`config.mk`:
```
export PLATFORM = sky130hd
export DESIGN_NAME = fp_dsqa_unit
export DESIGN_NICKNAME = d
export VERILOG_FILES = /design/src/rtl/fp_dsqa_pkg.sv /design/src/rtl/fp_dsqa_unit_mul.sv /design/src/rtl/fp_dsqa_unit.sv
export SDC_FILE = /design/constraint.sdc
export NUM_CORES = 1
export LEC_CHECK = 0
export BUFFER_PORTS_ARGS = -buffer_cell sky130_fd_sc_hd__buf_2
export CAP_MARGIN = 20
export CORE_AREA = 10 10 190 326
export DETAILED_ROUTE_END_ITERATION = 10
export DIE_AREA = 0 0 200 336
export SYNTH_ARGS = -nofsm -noshare
export SYNTH_HDL_FRONTEND = slang
export SYNTH_SLANG_ARGS = --single-unit
```
`constraint.sdc`:
```
create_clock -name clk -period 11.6 [get_ports clk]
set_clock_uncertainty 0.2 [all_clocks]
set_input_delay 2.32 -clock clk [delete_from_list [all_inputs] [get_ports clk]]
set_output_delay 2.32 -clock clk [all_outputs]
set_load 0.02 [all_outputs]
```
`src/rtl/fp_dsqa_pkg.sv`:
```
// Shared constants, state encoding and operand unpacking for the dsqa/xfsq unit.
package fp_dsqa_pkg;

  typedef enum logic [2:0] {
    S_IDLE,
    S_ALIGN,
    S_SUB,
    S_NORM,
    S_MUL,
    S_PACK
  } state_e;

  localparam logic [2:0]  F3_XFSQ    = 3'b001;
  localparam logic [2:0]  F3_DSQA    = 3'b010;
  localparam int unsigned BIAS       = 127;
  localparam logic [31:0] QNAN       = 32'h7FC0_0000;
  localparam logic [31:0] PINF       = 32'h7F80_0000;
  localparam int unsigned MUL_CYCLES = 24;

  localparam int unsigned EXP_W  = 8;
  localparam int unsigned MANT_W = 24;
  localparam int unsigned GRD_W  = MANT_W + 3;
  localparam int unsigned SUM_W  = GRD_W + 1;
  localparam int unsigned PROD_W = 2 * MANT_W;
  localparam int unsigned CNT_W  = 5;

  typedef struct packed {
    logic              sign;
    logic [EXP_W-1:0]  exp;
    logic [MANT_W-1:0] mant;
  } fp_unp_t;

  // Exponent 0 flushes to a zero mantissa (no denormal support).
  function automatic fp_unp_t fp_unpack(input logic [31:0] x);
    fp_unp_t u;
    u.sign = x[31];
    u.exp  = x[30:23];
    u.mant = (x[30:23] == 8'd0) ? '0 : {1'b1, x[22:0]};
    return u;
  endfunction

endpackage

```
`src/rtl/fp_dsqa_unit_mul.sv`:
```
// Iterative radix-2 shift-add 24x24 multiplier; one partial product per cycle.
module mant_mul24
  import fp_dsqa_pkg::*;
(
  input  logic              clk,
  input  logic              reset,
  input  logic              load_i,
  input  logic [MANT_W-1:0] a_i,
  input  logic [MANT_W-1:0] b_i,
  output logic              busy_o,
  output logic              done_c,
  output logic [MANT_W:0]   prod_hi_o
);

  logic [PROD_W-1:0] acc_q, acc_d;
  logic [PROD_W-1:0] mcand_q, mcand_d;
  logic [MANT_W-1:0] mplier_q, mplier_d;
  logic [CNT_W-1:0]  cnt_q, cnt_d;
  logic              busy_q, busy_d;

  // done_c is high during the cycle in which the last partial product is added.
  assign done_c    = busy_q && (cnt_q == CNT_W'(MUL_CYCLES - 1));
  assign busy_o    = busy_q;
  assign prod_hi_o = acc_q[PROD_W-1:MANT_W-1];

  always_comb begin
    acc_d    = acc_q;
    mcand_d  = mcand_q;
    mplier_d = mplier_q;
    cnt_d    = cnt_q;
    busy_d   = busy_q;
    if (load_i) begin
      acc_d    = '0;
      mcand_d  = {{MANT_W{1'b0}}, a_i};
      mplier_d = b_i;
      cnt_d    = '0;
      busy_d   = 1'b1;
    end else if (busy_q) begin
      if (mplier_q[0]) begin
        acc_d = acc_q + mcand_q;
      end
      mcand_d  = mcand_q << 1;
      mplier_d = mplier_q >> 1;
      cnt_d    = cnt_q + CNT_W'(1);
      if (done_c) begin
        busy_d = 1'b0;
      end
    end
  end

  always_ff @(posedge clk) begin
    if (reset) begin
      acc_q    <= '0;
      mcand_q  <= '0;
      mplier_q <= '0;
      cnt_q    <= '0;
      busy_q   <= 1'b0;
    end else begin
      acc_q    <= acc_d;
      mcand_q  <= mcand_d;
      mplier_q <= mplier_d;
      cnt_q    <= cnt_d;
      busy_q   <= busy_d;
    end
  end

endmodule

```
`src/rtl/fp_dsqa_unit.sv`:
```
// Multicycle float32 (rs1-rs2)^2 unit, fixed 29-cycle latency, truncating.
// Define XFSQ_EN to also accept funct3=001 (xfsq: rs1^2).
module fp_dsqa_unit
  import fp_dsqa_pkg::*;
(
  input  logic        clk,
  input  logic        reset,
  input  logic        start,
  input  logic [2:0]  funct3,
  input  logic [31:0] rs1,
  input  logic [31:0] rs2,
  output logic        busy,
  output logic        done,
  output logic        illegal,
  output logic [31:0] rd_data
);

  state_e            state_q, state_d;
  logic [31:0]       a_q, a_d, b_q, b_d;
  logic              xfsq_q, xfsq_d;
  logic              nan_q, nan_d;
  logic [GRD_W-1:0]  big_q, big_d, small_q, small_d;
  logic              sub_q, sub_d;
  logic [EXP_W-1:0]  exp_q, exp_d;
  logic [SUM_W-1:0]  sum_q, sum_d;
  logic signed [9:0] nexp_q, nexp_d;
  logic              zero_q, zero_d;
  logic              done_q, done_d;
  logic              illegal_q, illegal_d;
  logic [31:0]       rd_q, rd_d;

  logic              f3_legal, f3_xfsq;
  logic              mul_load, mul_busy, mul_done;
  logic [MANT_W:0]   prod_hi;

  always_comb begin
    f3_legal = (funct3 == F3_DSQA);
    f3_xfsq  = 1'b0;
`ifdef XFSQ_EN
    if (funct3 == F3_XFSQ) begin
      f3_legal = 1'b1;
      f3_xfsq  = 1'b1;
    end
`endif
  end

  // ALIGN: order magnitudes, shift the smaller one into place with 3 guard bits.
  fp_unp_t          ua, ub;
  logic             a_ge;
  logic [MANT_W-1:0] big_m, sml_m;
  logic [EXP_W-1:0] big_e, sml_e, exp_diff;
  logic [GRD_W-1:0] aln_big, aln_small;
  logic [EXP_W-1:0] aln_e;
  logic             aln_sub, aln_nan;

  always_comb begin
    ua       = fp_unpack(a_q);
    ub       = fp_unpack(b_q);
    a_ge     = {ua.exp, ua.mant} >= {ub.exp, ub.mant};
    big_m    = a_ge ? ua.mant : ub.mant;
    sml_m    = a_ge ? ub.mant : ua.mant;
    big_e    = a_ge ? ua.exp  : ub.exp;
    sml_e    = a_ge ? ub.exp  : ua.exp;
    exp_diff = big_e - sml_e;
    aln_big  = {big_m, 3'b000};
    aln_small = (exp_diff >= 8'd26) ? '0 : ({sml_m, 3'b000} >> exp_diff);
    aln_e    = big_e;
    aln_sub  = (ua.sign == ub.sign);
    aln_nan  = (ua.exp == 8'hFF) || (ub.exp == 8'hFF);
    if (xfsq_q) begin
      aln_big   = {ua.mant, 3'b000};
      aln_small = '0;
      aln_e     = ua.exp;
      aln_sub   = 1'b0;
      aln_nan   = (ua.exp == 8'hFF);
    end
  end

  // SUB: big >= small, so the subtract never goes negative.
  logic [SUM_W-1:0] sub_sum;
  assign sub_sum = sub_q ? ({1'b0, big_q} - {1'b0, small_q})
                         : ({1'b0, big_q} + {1'b0, small_q});

  // NORM: leading-one detect, left-justify, keep the top 24 bits.
  logic [4:0]        lead_pos;
  logic [SUM_W-1:0]  norm_sh;
  logic [MANT_W-1:0] norm_mant;
  logic signed [9:0] norm_exp;

  always_comb begin
    lead_pos = '0;
    for (int i = 0; i < SUM_W; i++) begin
      if (sum_q[i]) begin
        lead_pos = 5'(i);
      end
    end
    norm_sh   = sum_q << (5'd27 - lead_pos);
    norm_mant = MANT_W'(norm_sh >> 4);
    norm_exp  = $signed(10'(exp_q)) + $signed(10'(lead_pos)) - 10'sd26;
  end

  mant_mul24 u_mul (
    .clk       (clk),
    .reset     (reset),
    .load_i    (mul_load),
    .a_i       (norm_mant),
    .b_i       (norm_mant),
    .busy_o    (mul_busy),
    .done_c    (mul_done),
    .prod_hi_o (prod_hi)
  );

  // PACK: squared exponent, truncated fraction, special-case overrides.
  logic               prod_top;
  logic [22:0]        pack_frac;
  logic signed [11:0] pack_exp;
  logic [31:0]        pack_res;

  always_comb begin
    prod_top  = prod_hi[MANT_W];
    pack_frac = prod_top ? prod_hi[23:1] : prod_hi[22:0];
    pack_exp  = $signed({nexp_q[9], nexp_q, 1'b0}) - 12'sd127
              + $signed({11'd0, prod_top});
    if (nan_q) begin
      pack_res = QNAN;
    end else if (zero_q || (pack_exp <= 12'sd0)) begin
      pack_res = 32'h0000_0000;
    end else if (pack_exp >= 12'sd255) begin
      pack_res = PINF;
    end else begin
      pack_res = {1'b0, pack_exp[7:0], pack_frac};
    end
  end

  always_comb begin
    state_d   = state_q;
    a_d       = a_q;
    b_d       = b_q;
    xfsq_d    = xfsq_q;
    nan_d     = nan_q;
    big_d     = big_q;
    small_d   = small_q;
    sub_d     = sub_q;
    exp_d     = exp_q;
    sum_d     = sum_q;
    nexp_d    = nexp_q;
    zero_d    = zero_q;
    done_d    = 1'b0;
    illegal_d = 1'b0;
    rd_d      = rd_q;
    mul_load  = 1'b0;
    unique case (state_q)
      S_IDLE: begin
        if (start) begin
          if (f3_legal) begin
            state_d = S_ALIGN;
            a_d     = rs1;
            b_d     = rs2;
            xfsq_d  = f3_xfsq;
          end else begin
            done_d    = 1'b1;
            illegal_d = 1'b1;
            rd_d      = '0;
          end
        end
      end
      S_ALIGN: begin
        big_d   = aln_big;
        small_d = aln_small;
        exp_d   = aln_e;
        sub_d   = aln_sub;
        nan_d   = aln_nan;
        state_d = S_SUB;
      end
      S_SUB: begin
        sum_d   = sub_sum;
        state_d = S_NORM;
      end
      S_NORM: begin
        nexp_d   = norm_exp;
        zero_d   = (sum_q == '0);
        mul_load = 1'b1;
        state_d  = S_MUL;
      end
      S_MUL: begin
        if (mul_done) begin
          state_d = S_PACK;
        end
      end
      S_PACK: begin
        rd_d    = pack_res;
        done_d  = 1'b1;
        state_d = S_IDLE;
      end
      default: state_d = S_IDLE;
    endcase
  end

  always_ff @(posedge clk) begin
    if (reset) begin
      state_q   <= S_IDLE;
      a_q       <= '0;
      b_q       <= '0;
      xfsq_q    <= 1'b0;
      nan_q     <= 1'b0;
      big_q     <= '0;
      small_q   <= '0;
      sub_q     <= 1'b0;
      exp_q     <= '0;
      sum_q     <= '0;
      nexp_q    <= '0;
      zero_q    <= 1'b0;
      done_q    <= 1'b0;
      illegal_q <= 1'b0;
      rd_q      <= '0;
    end else begin
      state_q   <= state_d;
      a_q       <= a_d;
      b_q       <= b_d;
      xfsq_q    <= xfsq_d;
      nan_q     <= nan_d;
      big_q     <= big_d;
      small_q   <= small_d;
      sub_q     <= sub_d;
      exp_q     <= exp_d;
      sum_q     <= sum_d;
      nexp_q    <= nexp_d;
      zero_q    <= zero_d;
      done_q    <= done_d;
      illegal_q <= illegal_d;
      rd_q      <= rd_d;
    end
  end

  // busy tracks the state register; mul_busy is implied by state MUL.
  logic unused_mul_busy;
  assign unused_mul_busy = mul_busy;

  assign busy    = (state_q != S_IDLE) || (unused_mul_busy && 1'b0);
  assign done    = done_q;
  assign illegal = illegal_q;
  assign rd_data = rd_q;

endmodule

```
# After elaboration in Yosys (flattened, before gate mapping)
# Index checks and enable logic that the tools add are counted.
op_classes:
  magnitude_cmp: 4
  shift: 2
  n_reduce_logical: 16
  n_bitwise: 1
  eq_ne: 14
  addsub: 10
  mux: 57
op_table:
  columns: ["op", "count"]
  rows:
  - ["2-to-1 mux 24 bit", 8]
  - ["2-to-1 mux 5 bit", 26]
  - ["2-to-1 mux 31 bit", 3]
  - ["2-to-1 mux 32 bit", 2]
  - ["one-hot mux 32 bit (2 select lines)", 1]
  - ["adder 48 bit", 1]
  - [">= comparator 32 bit", 1]
  - ["adder 27 x 27 -> 28 bit", 1]
  - ["zero test 28 bit", 1]
  - ["2-to-1 mux 28 bit", 1]
  - ["left shift 28 x 5 -> 28 bit", 1]
  - ["subtractor 27 x 27 -> 28 bit", 1]
  - ["2-to-1 mux 27 bit", 1]
  - [">> shifter 27 x 8 -> 27 bit", 1]
  - ["2-to-1 mux 23 bit", 1]
  - ["equality test 8 bit (second input constant)", 2]
  - ["zero test 8 bit", 2]
  - ["2-to-1 mux 8 bit", 2]
  - ["one-hot mux 3 bit (5 select lines)", 1]
  - ["adder 12 x 2 -> 12 bit", 1]
  - [">= comparator 12 x 9 -> 1 bit (second input constant)", 1]
  - ["<= comparator 12 x 1 -> 1 bit (second input constant)", 1]
  - ["subtractor 11 x 8 -> 12 bit (second input constant)", 1]
  - ["subtractor 9 x 5 -> 10 bit (second input constant)", 1]
  - ["other kinds (23)", 42]
totals:
  out_inout_bits: 35
  elab_cells: 124
  ff_bits: 327
  in_bits: 70

# Depth between registers and ports, before layout
logic_depth:
  word_depth: 30
  mapped_depth: 26
  ltp_nobuf: 19

# By module
# A second synthesis with hierarchy kept.
hier_totals:
  cells_unflattened: 2946
  hier_area_um2: 22988.3
modules_own_cells:
  columns: ["mod", "area_each_um2", "instances", "seq_area_each_um2", "cells_per_inst"]
  rows:
  - ["fp_dsqa_unit", 15295.9, 1, 4003.8, 1960]
  - ["mant_mul24", 7692.4, 1, 2522.4, 986]

# Worst setup path before layout
# Ideal clock, no wire load.
synth_path:
  path_kind: "flip-flop to flip-flop"
  startpoint: "reg a_q[24]"
  endpoint: "reg small_q[0]"
  setup_ns: 0.132
  setup_slack_ns: 5.431
  path_stages_with_launch: 27
  path_buffers: 8
  arrival_time_ns: 5.837
  period_less_slack_ns: 6.169
  required_ns: 11.268
  cell_sequence: "dfxtp_1 -> nor4_1 -> nand2_1 -> clkbuf_1 -> nand2_1 -> inv_1 -> ha_1 -> a21o_1 -> a211o_1 -> a41oi_1 -> o31ai_2 -> a21oi_1 -> buf_4 -> buf_4 -> buf_2 -> buf_2 -> buf_1 -> mux2_2 -> ha_1 -> inv_1 -> clkbuf_1 -> clkbuf_1 -> mux4_2 -> mux2i_1 -> nand2_1 -> o2111ai_1 -> a21oi_1"
synth_via:
  elab_chain_cells: 7
  word_cells_on_any_way: 10
  cone_classes: "1 x add/sub; 2 x order compare; 1 x shift; 5 x mux; 1 x reduce/logical"
synth_lines:
  columns: ["item", "line", "rtl"]
  rows:
  - ["start: declaration", "fp_dsqa_unit.sv:19", "logic [31:0] a_q, a_d, b_q, b_d;"]
  - ["start signal: assignment", "fp_dsqa_unit.sv:202", "a_q <= '0;"]
  - ["start signal: assignment", "fp_dsqa_unit.sv:218", "a_q <= a_d;"]
  - ["zero test 8 bit", "fp_dsqa_pkg.sv:38", "u.mant = (x[30:23] == 8'd0) ? '0 : {1'b1, x[22:0]};"]
  - ["2-to-1 mux 24 bit", "fp_dsqa_pkg.sv:38", null]
  - [">= comparator 32 bit", "fp_dsqa_unit.sv:59", "a_ge = {ua.exp, ua.mant} >= {ub.exp, ub.mant};"]
  - ["2-to-1 mux 8 bit, on equally long branches", "fp_dsqa_unit.sv:62, fp_dsqa_unit.sv:63", null]
  - ["subtractor 8 bit", "fp_dsqa_unit.sv:64", "exp_diff = big_e - sml_e;"]
  - [">> shifter 27 x 8 -> 27 bit / >= comparator 8 x 5 -> 1 bit (equally long branches)", "fp_dsqa_unit.sv:66", "aln_small = (exp_diff >= 8'd26) ? '0 : ({sml_m, 3'b000} >> exp_diff);"]
  - ["2-to-1 mux 27 bit (*)", "fp_dsqa_unit.sv:66", null]
  - ["end signal: assignment", "fp_dsqa_unit.sv:223", "small_q <= small_d;"]
  - ["end: declaration", "fp_dsqa_unit.sv:22", "logic [GRD_W-1:0] big_q, big_d, small_q, small_d;"]
# Mark *: on every way between the ends. The rest lies on a longest branch, timed or not.
# A chain may end at the register's enable or synchronous reset.

# Worst setup path in the final report
layout_path:
  startpoint: "reg a_q[24]"
  endpoint: "reg small_q[26]"
# The elaborated chain is that of the path after synthesis.

==> flow_metrics.env <==
export IMPL_status="finished, final reports clean"
export IMPL_synth_edff_count=0
export IMPL_power_switching_w=0.001111
export IMPL_synthesis_area_mm2=0.02231
export IMPL_seqPwrFrac_pct=35.2
export IMPL_clkPwrFrac_pct=38.1
export IMPL_clkLatencyLatePin_ps=570
export IMPL_syn_inst=2845
export IMPL_slew_limit_headroom_pct=24.55
export IMPL_hold_viol_final=0
export IMPL_cts_sinks=326
export IMPL_cts_tree="done"
export IMPL_io_pins=105
export IMPL_insertedDiodeCount=0
export IMPL_leakage_nw=9.658
export IMPL_grt_max_degree=82
export IMPL_irDropWorstVdd_uv=100.6
export IMPL_die_h_um=336
export IMPL_avgRoutedWirePerCell_um=18.68
export IMPL_worstPathRequired_ps=11870
export IMPL_p_int_w=0.002193
export IMPL_critPathBufInv=2
export IMPL_slew_viol_final=0
export IMPL_port_buffers=103
export IMPL_final_cells=3634
export IMPL_start_util_pct=39.66
export IMPL_ys_types=90
export IMPL_min_delay_path_class="flop to flop"
export IMPL_firstDrtPassIters=5
export IMPL_crit_chain="nor4_1 -> nand2_1 -> buf_4 -> nand2_1 -> inv_1 -> ha_1 -> nand2_1 -> nor3_1 -> a21oi_1 -> o31ai_2 -> a21oi_4 -> mux2_2 -> ha_1 -> a211oi_2 -> o21a_1 -> o221ai_1 -> nor3_2 -> nand3_2 -> o41ai_2"
export IMPL_synth_area_per_cell_um2=7.843
export IMPL_crit_path_frequent_cell="nand2_1"
export IMPL_numCtsBuffers=37
export IMPL_setup_viol_count_final=0
export IMPL_seq_area_frac_synth_pct=29.25
export IMPL_detail_route_antenna_nets=0
export IMPL_final_setup_tns_ps=0
export IMPL_p_comb_share_pct=26.7
export IMPL_grt_usage_pct=19.83
export IMPL_syn2layout_area_growth_pct=10.74
export IMPL_vias=20690
export IMPL_drive_gt1_share_pct=10.65
export IMPL_place_hpwl_um=52250
export IMPL_n_fill_cell=5709
export IMPL_grt_pass1_wl_um=109000
export IMPL_worstSetupEndpointType="flop"
export IMPL_num_rows=115
export IMPL_synthFlopType="dfxtp_1"
export IMPL_gp_congestion=0.9461
export IMPL_critical_path_depth=19
export IMPL_cap_violations=0
export IMPL_syn_nets=3065
export IMPL_fin_crit_ps=6095
export IMPL_coreArea_mm2=0.05626
export IMPL_clock_fmax_mhz=164.1
export IMPL_path_delay_family="compound AO/OA/AOI/OAI gates"
export IMPL_ys_warn_count=0
export IMPL_grt_overflow_total=0
export IMPL_power_density_mw_per_mm2=133.7
export IMPL_drt_first_iter_violations=1153
export IMPL_dp_cells=3565
export IMPL_ff2ff_path_depth=19
export IMPL_worstSetupPathType="flop to flop"
export IMPL_worst_pin_slew_ps=1123
export IMPL_fin_crit_sh_pct=52.54
export IMPL_async_reset_ff_share_pct=0
export IMPL_clk_path_buf_depth=3
export IMPL_start_kind="flop"
export IMPL_final_nets=3065
export IMPL_switching_share_pct=33.63
export IMPL_htreeDepth=2
export IMPL_antenna_found_initial=0
export IMPL_arrival_ps=6360
export IMPL_rsz0062_at_grt="no"
export IMPL_viasPerCell=5.692
export IMPL_utilization_pct=43.92
export IMPL_slowest_stage="nor3_2"
export IMPL_clockRootBuffer="clkbuf_16"
export IMPL_hold_buffers=0
export IMPL_drc=0
export IMPL_routed_wl_um=67870
export IMPL_die_w_um=200
export IMPL_cts_clk_slew_worst_paths_ps=60
export IMPL_post_cts_buffers=0
export IMPL_whs_path_depth=2
export IMPL_grt_pass1_vias=20580
export IMPL_cpPeakStageDelay_ps=950
export IMPL_cp_max_fo=26
export IMPL_synth_seq_cells=326
export IMPL_design_die_area_mm2=0.06720
export IMPL_cts_resized=0
export IMPL_worst_r2r_setup_slack_ps=5500
through the flow:
stage          total power, W  cell area [um^2]  worst slack, ps  hold WS [ps]
2_1_floorplan        0.001841             22310             5431         234.9
3_3_place_gp         0.002051             23380             5613         242.9
3_5_place_dp         0.002059             23400             5530         243.3
4_1_cts              0.003329             24680             5513         252.2
5_1_grt              0.003456             24710             5140         273.9
6_report             0.003303             24710             5505         252.5
flip-flops by register name, summed over array words and instances, names as in the netlist:
signal,count
u_mul.mcand_q,48
sub_q,1
u_mul.mplier_q,24
u_mul.cnt_q,5
a_q,32
u_mul.acc_q,48
illegal,1
b_q,32
nan_q,1
big_q,24
u_mul.busy_o,1
state_q,3
rd_data,31
small_q,27
sum_q,28
zero_q,1
done,1
exp_q,8
nexp_q,10
power by group through the flow:
stage / logic, W / registers (W) / clock network, W
after detailed placement: 0.000872 / 0.00119 / 0
final: 0.000883 / 0.00116 / 0.00126
after floorplan: 0.000662 / 0.00118 / 0
after CTS: 0.000875 / 0.00116 / 0.00129
after global routing: 0.000959 / 0.00116 / 0.00133
after global placement: 0.000864 / 0.00119 / 0
kinds of logic after synthesis:
| kind of cell | count (synthesis) | synth area share (%) |
|---|---|---|
| simple gates | 1008 | 20.41 |
| compound gates | 801 | 23.41 |
| flops | 326 | 29.25 |
| buf+inv | 298 | 5.159 |
| mux | 184 | 10.22 |
| fa+ha+maj | 150 | 8.512 |
| xor+xnor | 77 | 3.023 |
| other cells | 1 | 0.01681 |
routing by layer:
layer / wire (um) / GRT usage, % / vias up
li1: - / - / 10310
met1: 24970 / 19.86 / 9778
met2: 37450 / 38.89 / 441
met3: 2220 / 2.441 / 157
met4: 3227 / 9.376 / 0
met5: 0 / 0 / -
cell usage in the layout, fill, tap and decap left out, types with 31 or more instances in the layout:
cell type / synthesis / routed
mux2i_1: 112 / 112
o21ai_0: 133 / 133
mux2_2: 41 / 41
clkbuf_16: 0 / 37
nand2_1: 381 / 378
mux4_2: 31 / 31
a211oi_1: 72 / 72
a21o_1: 46 / 46
nor2_1: 268 / 268
dfxtp_1: 326 / 325
xnor2_1: 49 / 49
nor3_1: 75 / 74
a21oi_1: 276 / 275
a311oi_1: 33 / 33
buf_2: 14 / 102
ha_1: 147 / 147
inv_1: 120 / 120
buf_4: 4 / 33
nand3_1: 91 / 91
synth_stat cells (30+ instances only):
cell      number  area (um^2)
mux2i_1      112         1121
nor3_1        75        375.4
nand3_1       91        455.4
mux2_2        41        461.7
a21o_1        46        345.3
inv_1        120        450.4
dfxtp_1      326         6526
xnor2_1       49        429.2
nor2_1       268         1006
mux4_2        31        698.2
ha_1         147         1839
nand2_1      381         1430
clkbuf_1     135        506.7
a311oi_1      33        289.0
and2_1        30        187.7
a21oi_1      276         1381
o21ai_0      133        665.6
a211oi_1      72        540.5
worst register-to-register path, cell delays in order (launching register included):
cell      delay, ps
dfxtp_1         410
nor4_1          350
nand2_1         100
buf_4           240
nand2_1         200
inv_1            60
ha_1            290
nand2_1          70
nor3_1          180
a21oi_1         160
o31ai_2         730
a21oi_4         270
mux2_2          360
ha_1            250
a211oi_2        200
o21a_1          200
o221ai_1        280
nor3_2          950
nand3_2         200
o41ai_2         300
layout make-up:
class	count	area [um^2]	area share, %
clock buffers	50	1035	4.188
clock inverters	18	249.0	1.008
inverters	121	454.2	1.838
flip-flops and latches	326	6528	26.42
well taps	760	950.9	3.848
multi-input cells	2221	14680	59.39
repair buffers	138	817.0	3.307
worst paths after layout:
kind,endpoint,startpoint
min reg2reg,rd_data[30],rd_data[30]
max,small_q[26],a_q[24]
max reg2reg,small_q[26],a_q[24]
min,rd_data[30],rd_data[30]
(Power assumes the default switching activity.)
